### src/rtl/axis_filter_sched.sv
// Frame-aware pass/drop scheduler for an AXI-stream filter's button input.
// Runs a programmed schedule (pass N frames, drop M frames, optionally looped)
// and only ever moves the button on frame boundaries seen on the upstream
// handshake it monitors.
//
// Ports:
//   aclk, rst                       clock, synchronous active-high reset
//   cfg_start, cfg_abort            one-cycle control pulses
//   cfg_pass_frames/drop_frames     frames per phase, latched on accepted start
//   cfg_repeat                      1 = loop until abort, 0 = run once
//   mon_tvalid/tready/tlast         observed upstream handshake (never driven)
//   button                          registered: 1 = pass, 0 = filter
//   busy, phase_pass                status: not IDLE / in PASS
//   frame_cnt                       frames completed in the current phase
//   done                            one-cycle pulse when a schedule completes
module axis_filter_sched #(
  parameter int unsigned CNT_W       = 16,
  parameter bit          IDLE_BUTTON = 1'b0
) (
  input  logic             aclk,
  input  logic             rst,
  input  logic             cfg_start,
  input  logic             cfg_abort,
  input  logic [CNT_W-1:0] cfg_pass_frames,
  input  logic [CNT_W-1:0] cfg_drop_frames,
  input  logic             cfg_repeat,
  input  logic             mon_tvalid,
  input  logic             mon_tready,
  input  logic             mon_tlast,
  output logic             button,
  output logic             busy,
  output logic             phase_pass,
  output logic [CNT_W-1:0] frame_cnt,
  output logic             done
);

  typedef enum logic [2:0] {StIdle, StArm, StPass, StDrop, StAbort} state_e;

  localparam logic [CNT_W-1:0] One = CNT_W'(1);

  state_e           state_q, state_d;
  logic [CNT_W-1:0] pass_n_q, drop_n_q;
  logic             rep_q;
  logic             in_frame_q, in_frame_d;
  logic [CNT_W-1:0] frame_cnt_q, frame_cnt_d;
  logic             button_q, button_d;
  logic             done_q, done_d;

  logic beat, frame_end, boundary, start_ok;
  state_e first_st, eoc_st;
  logic   first_done, eoc_done;

  assign beat      = mon_tvalid & mon_tready;
  assign frame_end = beat & mon_tlast;
  // Safe switch point: either a frame just ended, or we are between frames and
  // no beat is opening a new one in this cycle.
  assign boundary  = frame_end | (~in_frame_q & ~beat);
  assign start_ok  = cfg_start & ~cfg_abort;

  always_comb begin
    in_frame_d = in_frame_q;
    if (frame_end)  in_frame_d = 1'b0;
    else if (beat)  in_frame_d = 1'b1;
  end

  // First phase of a schedule cycle; also the restart point when looping.
  always_comb begin
    first_st   = StIdle;
    first_done = 1'b0;
    if (pass_n_q != '0)      first_st = StPass;
    else if (drop_n_q != '0) first_st = StDrop;
    else                     first_done = 1'b1;
    eoc_st   = StIdle;
    eoc_done = 1'b1;
    if (rep_q) begin
      eoc_st   = first_st;
      eoc_done = first_done;
    end
  end

  // State register
  always_ff @(posedge aclk) begin
    if (rst) state_q <= StIdle;
    else     state_q <= state_d;
  end

  // Next-state logic
  always_comb begin
    state_d     = state_q;
    frame_cnt_d = frame_cnt_q;
    done_d      = 1'b0;
    case (state_q)
      StIdle: begin
        frame_cnt_d = '0;
        if (start_ok) state_d = StArm;
      end
      StArm: begin
        if (cfg_abort) begin
          state_d = StAbort;
        end else if (boundary) begin
          state_d = first_st;
          done_d  = first_done;
        end
      end
      StPass: begin
        if (cfg_abort) begin
          state_d = StAbort;
        end else if (frame_end) begin
          if (frame_cnt_q == pass_n_q - One) begin
            frame_cnt_d = '0;
            if (drop_n_q != '0) begin
              state_d = StDrop;
            end else begin
              state_d = eoc_st;
              done_d  = eoc_done;
            end
          end else begin
            frame_cnt_d = frame_cnt_q + One;
          end
        end
      end
      StDrop: begin
        if (cfg_abort) begin
          state_d = StAbort;
        end else if (frame_end) begin
          if (frame_cnt_q == drop_n_q - One) begin
            frame_cnt_d = '0;
            state_d     = eoc_st;
            done_d      = eoc_done;
          end else begin
            frame_cnt_d = frame_cnt_q + One;
          end
        end
      end
      StAbort: begin
        if (boundary) begin
          state_d     = StIdle;
          frame_cnt_d = '0;
        end
      end
      default: state_d = StIdle;
    endcase
  end

  // Output logic: button is registered from the next state so it changes the
  // cycle after the qualifying frame-end beat.
  always_comb begin
    button_d = button_q;
    case (state_d)
      StIdle, StArm: button_d = IDLE_BUTTON;
      StPass:        button_d = 1'b1;
      StDrop:        button_d = 1'b0;
      default:       button_d = button_q;
    endcase
  end

  always_ff @(posedge aclk) begin
    if (rst) begin
      pass_n_q    <= '0;
      drop_n_q    <= '0;
      rep_q       <= 1'b0;
      in_frame_q  <= 1'b0;
      frame_cnt_q <= '0;
      button_q    <= IDLE_BUTTON;
      done_q      <= 1'b0;
    end else begin
      if (state_q == StIdle && start_ok) begin
        pass_n_q <= cfg_pass_frames;
        drop_n_q <= cfg_drop_frames;
        rep_q    <= cfg_repeat;
      end
      in_frame_q  <= in_frame_d;
      frame_cnt_q <= frame_cnt_d;
      button_q    <= button_d;
      done_q      <= done_d;
    end
  end

  assign button     = button_q;
  assign busy       = (state_q != StIdle);
  assign phase_pass = (state_q == StPass);
  assign frame_cnt  = frame_cnt_q;
  assign done       = done_q;

endmodule

### config.mk
export PLATFORM = sky130hd
export DESIGN_NAME = axis_filter_sched
export DESIGN_NICKNAME = d
export VERILOG_FILES = /design/src/rtl/axis_filter_sched.sv
export SDC_FILE = /design/constraint.sdc
export NUM_CORES = 1
export LEC_CHECK = 0
export CAP_MARGIN = 10
export CORE_MARGIN = 4
export CORE_UTILIZATION = 48
export DETAILED_ROUTE_END_ITERATION = 6
export PLACE_DENSITY_LB_ADDON = 0.1
export SLEW_MARGIN = 0
export SYNTH_ARGS = -nofsm -noshare
export SYNTH_HDL_FRONTEND = slang
export SYNTH_SLANG_ARGS = --single-unit
### constraint.sdc
create_clock -name aclk -period 3.5 [get_ports aclk]
set_input_delay 0.35 -clock aclk [delete_from_list [all_inputs] [get_ports aclk]]
set_output_delay 0.35 -clock aclk [all_outputs]
set_load 0.05 [all_outputs]
==> flow_results.xml <==
<?xml version="1.0" encoding="UTF-8"?>
<metrics>
  <group name="run_status">
    <metric name="run_status" unit="">completed</metric>
  </group>
  <group name="sta">
    <metric name="finClkSkew" unit="ns">0.0111</metric>
    <metric name="hold_violations" unit="">0</metric>
    <metric name="totalNegativeSetupSlack" unit="ns">0</metric>
    <metric name="grt_setup_unrepaired" unit="">no</metric>
    <metric name="worst_slew_margin_relative_to_its_limit" unit="">0.516</metric>
    <metric name="setup_violations" unit="">0</metric>
    <metric name="final.period_utilization" unit="">0.876</metric>
    <metric name="fmaxAchievable" unit="GHz">0.326</metric>
    <metric name="drv_slew" unit="">0</metric>
    <metric name="post-route-min-period" unit="ns">3.07</metric>
    <metric name="worstMarginPinSlew" unit="ns">0.721</metric>
  </group>
  <group name="cts">
    <metric name="clkTransAtPathRegs" unit="ns">0.11</metric>
    <metric name="cts_tree" unit="">yes</metric>
    <metric name="clock_sinks" unit="">55</metric>
    <metric name="post_cts_resize_count" unit="">0</metric>
    <metric name="post_cts_buffers" unit="">0</metric>
    <metric name="cts_buffer_depth" unit="">2</metric>
    <metric name="insertion_delay" unit="ns">0.31</metric>
    <metric name="numCtsBuffers" unit="">5</metric>
    <metric name="clk_root_buffer_cell" unit="">sky130_fd_sc_hd__clkbuf_8</metric>
    <metric name="hold_buffers" unit="">0</metric>
    <metric name="number_of_h_tree_levels" unit="">2</metric>
  </group>
  <group name="final_layout">
    <metric name="layout.cells.most_common" unit="">sky130_fd_sc_hd__nand2_1</metric>
    <metric name="nets" unit="">545</metric>
    <metric name="area_growth_syn_to_layout" unit="%">20.0</metric>
    <metric name="num-fill-cells" unit="">668</metric>
    <metric name="fin_util" unit="">0.606</metric>
    <metric name="final_layout_size_suffix_gt1_frac" unit="">0.0716</metric>
    <metric name="most-common-layout-cells" unit="">sky130_fd_sc_hd__nand2_1 (87), sky130_fd_sc_hd__clkdlybuf4s50_1 (59), sky130_fd_sc_hd__dfxtp_1 (55)</metric>
    <metric name="ff_latch_area" unit="um2">1100</metric>
    <metric name="count_of_antenna_diodes_in_the_layout" unit="">0</metric>
    <metric name="multi_input_area" unit="um2">2250</metric>
    <metric name="fin_cells" unit="">599</metric>
  </group>
  <group name="setup_path">
    <metric name="startpoint_type" unit="">flip-flop</metric>
    <metric name="critical_path.endpoint_type" unit="">flip-flop</metric>
    <metric name="crit_arrival" unit="ns">3.26</metric>
    <metric name="timing.critical_path.buf_inv" unit="">1</metric>
    <metric name="critPathTopFamily" unit="">simple AND/OR/NAND/NOR gates</metric>
    <metric name="critical_path_required" unit="ns">3.70</metric>
    <metric name="critPathMaxStageDelay" unit="ns">0.47</metric>
    <metric name="critical_path_peak_fanout" unit="">14</metric>
    <metric name="slowest_cell_on_crit_path" unit="">sky130_fd_sc_hd__nor4_2</metric>
    <metric name="path_cells" unit="">inv_1 -&gt; ha_1 -&gt; nor4b_4 -&gt; a31oi_1 -&gt; a221oi_1 -&gt; nor3_1 -&gt; nor4_2 -&gt; o21ai_1 -&gt; o21ai_4 -&gt; nor2_1</metric>
    <metric name="classification_of_the_worst_setup_path" unit="">flip-flop to flip-flop</metric>
  </group>
  <group name="power_and_ir_drop">
    <metric name="sequentialPowerShare" unit="">0.486</metric>
    <metric name="power.combinational.fraction" unit="">0.246</metric>
    <metric name="internal_power" unit="W">0.000963</metric>
    <metric name="total_power" unit="W">0.00141</metric>
    <metric name="peakVddDrop" unit="uV">167</metric>
    <metric name="power.share.switching" unit="">0.316</metric>
    <metric name="power.clock.fraction" unit="">0.268</metric>
    <metric name="power_density" unit="nW/um2">332</metric>
    <metric name="p_leak" unit="nW">1.50</metric>
    <metric name="p_sw" unit="W">0.000445</metric>
  </group>
  <group name="routing">
    <metric name="number_of_vias_in_the_routed_layout" unit="">3345</metric>
    <metric name="dr_wl_met3" unit="um">536</metric>
    <metric name="postRouteWirelength" unit="mm">8.84</metric>
    <metric name="wl_per_cell" unit="um">14.8</metric>
    <metric name="detail-route-antenna-nets" unit="">0</metric>
    <metric name="route.detailed.drc" unit="">0</metric>
    <metric name="detail_route.iter0.violations" unit="">192</metric>
    <metric name="m1_wire_length" unit="mm">4.16</metric>
    <metric name="highest_layer" unit="">met4</metric>
    <metric name="met2_length" unit="mm">4.07</metric>
    <metric name="routed_via_density" unit="">5.58</metric>
    <metric name="drtPass1Iterations" unit="">5</metric>
  </group>
  <group name="yosys">
    <metric name="synthCells" unit="">462</metric>
    <metric name="avgSynthCellArea" unit="um2">7.64</metric>
    <metric name="ys_warn_count" unit="">0</metric>
    <metric name="synth.cell_area" unit="um2">3530</metric>
    <metric name="ys.flop_type" unit="">sky130_fd_sc_hd__dfxtp_1</metric>
    <metric name="post_synth_num_cell_types" unit="">66</metric>
    <metric name="ys_seq_area_frac" unit="">0.312</metric>
    <metric name="async_flop_share" unit="">0</metric>
    <metric name="synth.ff_latch_count" unit="">55</metric>
    <metric name="synthesis.nets" unit="">505</metric>
    <metric name="synth_enable_flop_cells" unit="">0</metric>
  </group>
  <group name="placed_design">
    <metric name="globalplace.congestion" unit="">0.896</metric>
    <metric name="half_perimeter_wire_length_after_detailed_placement" unit="mm">6.72</metric>
    <metric name="portBuffers" unit="">59</metric>
    <metric name="post-place-cells" unit="">591</metric>
  </group>
  <group name="grt">
    <metric name="gr-usage-all-layers" unit="">0.203</metric>
    <metric name="grt_start_max_net_pins" unit="">40</metric>
    <metric name="grt_antenna_before_repair" unit="">0</metric>
    <metric name="grt_first_pass_wirelength" unit="mm">14.4</metric>
    <metric name="grt-ovfl-total" unit="">0</metric>
    <metric name="grt_pass1_vias" unit="">2939</metric>
  </group>
  <group name="floorplan">
    <metric name="initial_core_util" unit="">0.505</metric>
    <metric name="dieWidth" unit="um">93.7</metric>
    <metric name="placement_rows" unit="">30</metric>
    <metric name="core_area" unit="um2">6980</metric>
    <metric name="floorplan.die.height" unit="um">93.7</metric>
    <metric name="die-area" unit="um2">8790</metric>
    <metric name="ioPinCount" unit="">60</metric>
  </group>
  <group name="worst_hold_path">
    <metric name="worstHoldPathType" unit="">flip-flop to flip-flop</metric>
  </group>
  <group name="flow_run">
    <metric name="drv.max_cap_violation_count" unit="">0</metric>
  </group>
</metrics>
-- power groups by stage --
stage                     Combinational [W]  Clock, W  Sequential, W
after global placement             0.000338         0       0.000697
after global routing               0.000383  0.000408       0.000690
after floorplan                    0.000256         0       0.000681
final                              0.000347  0.000377       0.000684
after detailed placement           0.000345         0       0.000698
after CTS                          0.000347  0.000385       0.000684
-- Yosys cell counts, drive strengths merged (2+ instances only) --
cell type | instances | area [um2]
buf | 3 | 30.0
nor4 | 10 | 75.1
a211oi | 2 | 15.0
nand2 | 87 | 327
a21oi | 37 | 185
nand2b | 8 | 50.1
and3b | 2 | 17.5
dfxtp | 55 | 1100
and3 | 9 | 56.3
o21ai | 10 | 61.3
o32ai | 2 | 17.5
o31ai | 3 | 22.5
or4 | 3 | 30.0
mux2 | 3 | 33.8
o211ai | 2 | 15.0
clkbuf | 28 | 108
nor3b | 3 | 22.5
nand3 | 14 | 70.1
xor2 | 24 | 210
nor2 | 39 | 171
nand4b | 4 | 35.0
ha | 3 | 37.5
nor2b | 5 | 31.3
nand4 | 12 | 75.1
xnor2 | 23 | 201
nor4b | 6 | 67.6
mux2i | 4 | 40.0
o22ai | 2 | 12.5
nand3b | 2 | 15.0
nor3 | 16 | 91.3
a21o | 2 | 15.0
a31oi | 6 | 37.5
inv | 11 | 41.3
-- state kept, by name (all words and copies together) (netlist names) --
signal,count
button,1
done,1
in_frame_q,1
frame_cnt,16
state_q,3
pass_n_q,16
drop_n_q,16
rep_q,1
-- stage by stage --
| stage | worst slack, ns | hold WS (ns) | instance area (um2) |
|---|---|---|---|
| 3_3_place_gp | 0.623 | 0.468 | 4140 |
| 5_1_grt | 0.154 | 0.514 | 4230 |
| 2_1_floorplan | 0.824 | 0.460 | 3530 |
| 6_report | 0.434 | 0.498 | 4230 |
| 4_1_cts | 0.446 | 0.497 | 4230 |
| 3_5_place_dp | 0.466 | 0.473 | 4140 |
-- final timing paths --
path | cells past startpoint | slack (ns) | end | start
worst max register to register | 10 | 0.43 | frame_cnt[15] | pass_n_q[0]
worst min-delay path | 2 | 0.50 | pass_n_q[1] | pass_n_q[1]
worst min register to register | 2 | 0.50 | pass_n_q[1] | pass_n_q[1]
worst max-delay path | 10 | 0.43 | frame_cnt[15] | pass_n_q[0]
-- per-layer routing --
metal / global-route usage / up-vias
met5: 0 / -
met2: 0.331 / 107
met3: 0.0272 / 9
met1: 0.282 / 1536
li1: - / 1693
met4: 0.0481 / 0
-- worst min-delay path, cell delays in order, from the launching register on --
cell and delay, ns:
sky130_fd_sc_hd__dfxtp_1 0.35, sky130_fd_sc_hd__nand2_1 0.06, sky130_fd_sc_hd__a21oi_1 0.05
-- layout make-up --
cell class / instances / area share
multi-input cells: 365 / 0.531
flip-flops and latches: 55 / 0.260
repair buffers: 64 / 0.148
well taps: 96 / 0.0284
clock buffers: 5 / 0.0163
inverters: 11 / 0.00975
clock inverters: 3 / 0.00621
-- kinds of logic (layout without fill, tap and decap cells) --
logic type	count (synthesis)	count (layout)	share of synthesized area
flip-flops	55	55	0.312
adder cells (fa/ha/maj)	3	3	0.0106
AO/OA/AOI/OAI	81	81	0.148
XOR/XNOR	48	48	0.123
AND/OR/NAND/NOR	226	226	0.335
multiplexers	7	7	0.0209
buffers and inverters	42	83	0.0507
Power figures use the tool's default switching activity.
